**src/rtl/multdiv_divider.sv**
```systemverilog
// Signed 32-bit restoring divider: one quotient bit per cycle, result and ready pulse 33 edges after start.
// No backpressure: ctrl_DIV at any time restarts from the new operands, and the aborted divide gives no ready pulse.
module multdiv_divider #(
  parameter int WIDTH = 32
) (
  input  logic             clock,
  input  logic             reset,
  input  logic             ctrl_DIV,
  input  logic [WIDTH-1:0] data_operandA,
  input  logic [WIDTH-1:0] data_operandB,
  output logic [WIDTH-1:0] data_result,
  output logic             data_exception,
  output logic             data_resultRDY,
  output logic             busy
);

  localparam int CW = $clog2(WIDTH);

  typedef enum logic [1:0] {IDLE, RUN, FIX} state_t;

  state_t           state;
  logic [CW-1:0]    counter;
  logic [WIDTH-1:0] rem;
  logic [WIDTH-1:0] quo;
  logic [WIDTH-1:0] dvs;
  logic             neg;
  logic             dz;

  logic [WIDTH:0]   shifted_rem;
  logic [WIDTH:0]   trial;

  function automatic logic [WIDTH-1:0] abs_val(input logic [WIDTH-1:0] x);
    return x[WIDTH-1] ? (~x + WIDTH'(1)) : x;
  endfunction

  // The remainder never exceeds the divisor magnitude (<= 2^31), so WIDTH bits
  // hold it; the trial is one bit wider so its sign marks a failed subtraction.
  always_comb begin
    shifted_rem = {rem, quo[WIDTH-1]};
    trial       = shifted_rem + {1'b1, ~dvs} + (WIDTH+1)'(1);
  end

  always_ff @(posedge clock) begin
    if (reset) begin
      state          <= IDLE;
      counter        <= '0;
      rem            <= '0;
      quo            <= '0;
      dvs            <= '0;
      neg            <= 1'b0;
      dz             <= 1'b0;
      data_result    <= '0;
      data_exception <= 1'b0;
      data_resultRDY <= 1'b0;
      busy           <= 1'b0;
    end else begin
      data_resultRDY <= 1'b0;
      if (ctrl_DIV) begin
        quo     <= abs_val(data_operandA);
        dvs     <= abs_val(data_operandB);
        rem     <= '0;
        neg     <= data_operandA[WIDTH-1] ^ data_operandB[WIDTH-1];
        dz      <= (data_operandB == '0);
        counter <= '0;
        busy    <= 1'b1;
        state   <= RUN;
      end else begin
        case (state)
          IDLE: ;
          RUN: begin
            rem     <= trial[WIDTH] ? shifted_rem[WIDTH-1:0] : trial[WIDTH-1:0];
            quo     <= {quo[WIDTH-2:0], ~trial[WIDTH]};
            counter <= counter + 1'b1;
            if (counter == CW'(WIDTH-1)) state <= FIX;
          end
          FIX: begin
            data_result    <= dz ? '0 : (neg ? (~quo + WIDTH'(1)) : quo);
            data_exception <= dz;
            busy           <= 1'b0;
            data_resultRDY <= 1'b1;
            state          <= IDLE;
          end
          default: state <= IDLE;
        endcase
      end
    end
  end

endmodule
```
**config.mk**
```make
export PLATFORM = sky130hd
export DESIGN_NAME = multdiv_divider
export DESIGN_NICKNAME = d
export VERILOG_FILES = /design/src/rtl/multdiv_divider.sv
export SDC_FILE = /design/constraint.sdc
export NUM_CORES = 1
export LEC_CHECK = 0
export CORE_ASPECT_RATIO = 0.7
export CORE_MARGIN = 3
export CORE_UTILIZATION = 40
export CTS_BUF_LIST = sky130_fd_sc_hd__clkbuf_16
export CTS_CLUSTER_DIAMETER = 120
export DETAILED_ROUTE_END_ITERATION = 8
export GPL_ROUTABILITY_DRIVEN = 1
export PLACE_DENSITY_LB_ADDON = 0.05
export SLEW_MARGIN = 20
export SYNTH_ARGS = -nofsm -noshare
export SYNTH_HDL_FRONTEND = slang
export SYNTH_SLANG_ARGS = --single-unit
```
**constraint.sdc**
```tcl
create_clock -name clock -period 4.6 [get_ports clock]
set_input_delay 0.92 -clock clock [delete_from_list [all_inputs] [get_ports clock]]
set_output_delay 0.92 -clock clock [all_outputs]
set_load 0.01 [all_outputs]
```
; ---- Yosys cells after proc, flatten, opt, wreduce, memory -nomap -nowiden
; Cells that the tools add are included.
[op_classes]
n_mux = 13
n_eq_ne = 6
reduce_logical = 8
addsub = 6
bitwise = 8
[ops]
columns = operator, count
row1 = $mux W32, 7
row2 = $not A32 Y32, 4
row3 = $add A32 B1 Y32 const B, 3
row4 = $add A33 B1 Y33 const B, 1
row5 = $add A33 B33 Y33, 1
row6 = $logic_not A32 Y1, 1
row7 = $reduce_and A2 Y1, 3
row8 = $add A5 B1 Y5 const B, 1
row9 = $eq A5 B5 Y1 const B, 1
row10 = $mux W1, 4
row11 = $ne A2 B2 Y1 const B, 2
row12 = $pmux W2 S2, 1
row13 = $reduce_bool A2 Y1, 2
row14 = $ne A3 B3 Y1 const B, 1
row15 = $not A1 Y1, 3
row16 = $eq A2 B1 Y1 const B, 1
row17 = $eq A2 B2 Y1 const B, 1
row18 = $logic_not A2 Y1, 1
row19 = $mux W2, 1
row20 = $reduce_or A2 Y1, 1
row21 = $xor A1 B1 Y1, 1
[totals]
ff_bits = 140
inputBits = 67
wordCells = 53

; ---- Depth between registers and ports, before layout
[logic_depth]
word_depth = 6
ltp_mapped = 13

; ---- Worst setup path before layout
; OpenSTA, ideal clock, no wires.
[synth_timing]
path_kind = input port to flip-flop
startpoint = input data_operandB[6]
endpoint = register dvs[27]
stages = 9
setup_time_ns = 0.137
arrival_time_ns = 3.434
t_required_ns = 4.463
slack_ns = 1.030
path_cell_list = or4_4 or4_4 nor2_1 nand2_1 or4_4 or4_4 o41ai_2 xor2_1 o22ai_1
[synth_via]
elab_chain_cells = 3
[synth_rtl]
columns = element, line_no
row1 = "start, declared", 10  ; input logic [WIDTH-1:0] data_operandB,
row2 = $not A32 Y32, 33  ; return x[WIDTH-1] ? (~x + WIDTH'(1)) : x;
row3 = $add A32 B1 Y32, 33
row4 = $mux W32, 33
row5 = "end signal, assigned", 60  ; dvs <= abs_val(data_operandB);
row6 = "end, declared", 25  ; logic [WIDTH-1:0] dvs;
; Every way passes these cells.
; A chain may end at the register's enable or synchronous reset.

; ---- Worst setup path after layout
[layout_timing]
startpoint = input data_operandB[11]
endpoint = register dvs[27]
; The elaborated chain is that of the path after synthesis.

==> flow_summary.yaml <==
timing:
  slew_headroom_pct: 23.4
  fin_skew_ns: 0.0111
  fin_crit_sh_pct: 84.4
  holdWs_ns: 0.447
  setup_slack_ns: 0.718
  tightest_slew_ns: 1.14
  setup_tns_ns: 0
  fmax_mhz: 258
  drv_slew: 0
  rsz0062_at_grt: "false"
  final-setup-viol-count: 0
  finalHoldViolCount: 0
  fin_crit_ns: 3.88
final_layout:
  drive_gt1_share_pct: 5.62
  nFillCells: 2144
  area_delta_synth_final_pct: 19.7
  ff_latch_area_sq_mm: 0.00280
  antenna_cells: 0
  layout.nets: 1304
  final_util_pct: 49.9
  multi_input_area_sq_mm: 0.00568
grt:
  antenna_found_initial: 0
  overflow: 0
  grt_start_max_net_pins: 80
  grt_use_total_pct: 21.6
  grt_pass1_wl_microns: 41000
  first_global_vias: 7417
worst_hold_path:
  min_path_cells: 2
  min_to: "data_result[29]$_SDFFE_PP0P_"
  hp-start: "data_result[29]$_SDFFE_PP0P_"
  min_path_type: "reg -> reg"
drt:
  dr.pass1.iters: 5
  antenna_left: 0
  vias_per_cell: 5.48
  wl_per_cell_microns: 17.3
  first_iter_violations: 573
  finalWirelength_microns: 25700
  drc: 0
  vias: 8144
worst_setup_path:
  r2r_cells: 13
  r2r_end: "rem[6]$_SDFFE_PP0P_"
  slowest_stage: "or4_1"
  crit_path_end_kind: "flip-flop"
  cp_cell_sequence: "clkdlybuf4s50_1 -> or4_1 -> or3_1 -> nor3_4 -> nand2_1 -> or4_4 -> or4_4 -> o41ai_2 -> xor2_1 -> o22ai_1"
  worstPathRequired_ns: 4.90
  r2r_start: "quo[31]$_SDFFE_PP0P_"
  r2r_setup_slack_ns: 1.07
  cp-start-kind: "input port"
  slowest_delay_ns: 0.56
  worstPathArrival_ns: 4.19
  cp_max_fo: 4
  path_class: "in -> reg"
  critPathMostFrequentCell: "or4_4"
logic_synthesis:
  synth.area.top_cells: "dfxtp_1 32%, xor2_1 7.4%, nand2_1 5.9%"
  synthTopCellsByCount: "140 x dfxtp_1, 140 x nand2_1, 90 x a21oi_1"
  synth_edf_count: 0
  synth_area_sq_mm: 0.00886
  seq_area_frac_synth_pct: 31.6
  synth_cells: 1132
  synth_fp_nets: 1237
  synth-seq-cells: 140
  synth_ff_type: "dfxtp_1"
  yosys_warnings: 0
  synth.distinct_cells: 60
  async_flop_share_pct: 0
  synth_top_area_cell: "dfxtp_1"
  synthDominantCellAreaShare_pct: 31.6
  syn_area_per_cell_sq_um: 7.83
run_status:
  status: "complete, no violations"
floorplan:
  die_h_microns: 131
  die_w_microns: 184
  die-area_sq_mm: 0.0240
  core_area_sq_mm: 0.0213
  start_util_pct: 41.7
  io_pins: 102
  num_rows: 44
pwr:
  leakagePower_nw: 4.10
  power_density_mw_per_mm2: 330
  ir_drop_uv: 294
  finalPower_mw: 3.50
cts:
  clk_latency_ns: 0.43
  post-cts-setup-buffers: 0
  htreeDepth: 4
  ctsLongestPathBuffers: 2
  cts_tree: "done"
  cts.sinks: 140
  path_clk_slew_ns: 0.06
  cts_resized: 0
  cts_root_buffer: "clkbuf_16"
  cts_buffers: 17
  ctsHoldBuffers: 0
flow_run:
  cap_violations: 0
place:
  gp_congestion: 0.876
  io_buffers: 101
  place_hpwl_microns: 18500
  dp_slack_ns: 0.307
-- cells by family (layout without fill, tap and decap cells) --
logic type / Yosys count / after routing / synth area share, %
compound gates: 338 / 338 / 23.6
xor+xnor: 119 / 119 / 11.8
fa+ha+maj: 38 / 38 / 5.45
buf+inv: 112 / 189 / 4.76
flops: 140 / 140 / 31.6
mux: 32 / 32 / 3.63
simple gates: 353 / 353 / 19.2
-- worst max path at each step --
stage / startpoint / end / cells past startpoint
finish: data_operandB[11] / dvs[27]$_SDFFE_PP0P_ / 10
detailed placement: data_operandB[12] / dvs[27]$_SDFFE_PP0P_ / 10
CTS: data_operandB[12] / dvs[27]$_SDFFE_PP0P_ / 10
global placement: data_operandB[12] / dvs[27]$_SDFFE_PP0P_ / 10
global route: data_operandA[6] / quo[29]$_SDFFE_PP0P_ / 10
floorplan: data_operandB[6] / dvs[27]$_SDFFE_PP0P_ / 9
-- cell type report --
class / count / area share, %
clock inverter: 12 / 0.826
timing repair buffer: 115 / 10.4
multi-input combinational: 880 / 53.5
inverter: 45 / 1.59
clock buffer: 17 / 4.01
sequential: 140 / 26.4
tap: 276 / 3.26
-- worst max-delay path, delay by kind of cell --
| kind | cells | cell delay [ns] |
|---|---|---|
| compound gates | 2 | 0.32 |
| xor+xnor | 1 | 0.18 |
| simple gates | 6 | 2.30 |
| buf+inv | 1 | 0.48 |
-- routing by layer --
layer / vias up / track usage (%) / wire length, microns
met5: - / 0 / 0
met4: 0 / 5.24 / 233
met3: 18 / 4.76 / 1470
met2: 207 / 29.1 / 9960
met1: 3770 / 34.1 / 14000
li1: 4149 / - / -
-- report_power, final --
group | internal (mW) | switching, mW
sequential | 1.27 | 0.0593
clock | 0.720 | 0.537
combinational | 0.388 | 0.524
total | 2.38 | 1.12
-- placed cells by master (no fill, tap or decap), types with 6 or more instances in the layout --
cell type and count:
nand3_1 15, nor3_1 15, nand2b_1 10, nand3b_1 6
o21ai_1 11, o21a_1 6, nand4_1 11, buf_4 14
dfxtp_1 139, ha_1 37, xnor2_1 44, o21ai_0 85
or3_1 8, and2_1 6, nor4_1 7, clkbuf_16 17
a211oi_1 24, clkdlybuf4s50_1 98, o41ai_1 11, mux2i_1 31
xor2_1 75, or4_4 6, o22ai_1 24, nand2_1 140
nor2_1 83, o31ai_1 26, and3_1 6, a21oi_1 89
inv_1 48, a31oi_1 10, nor2b_1 8, a21o_1 18
or4_1 13
-- state kept, by name (all words and copies together) (netlist names) --
register        cells
dvs                32
busy                1
quo                32
data_exception      1
state               2
dz                  1
data_resultRDY      1
neg                 1
counter             5
rem                32
data_result        32
-- stage by stage --
step                cells  cell area (sq um)
global placement     1456              10100
finish               1485              10600
CTS                  1485              10600
floorplan            1132               8860
detailed placement   1456              10100
global route         1485              10600
(Power assumes the default switching activity.)
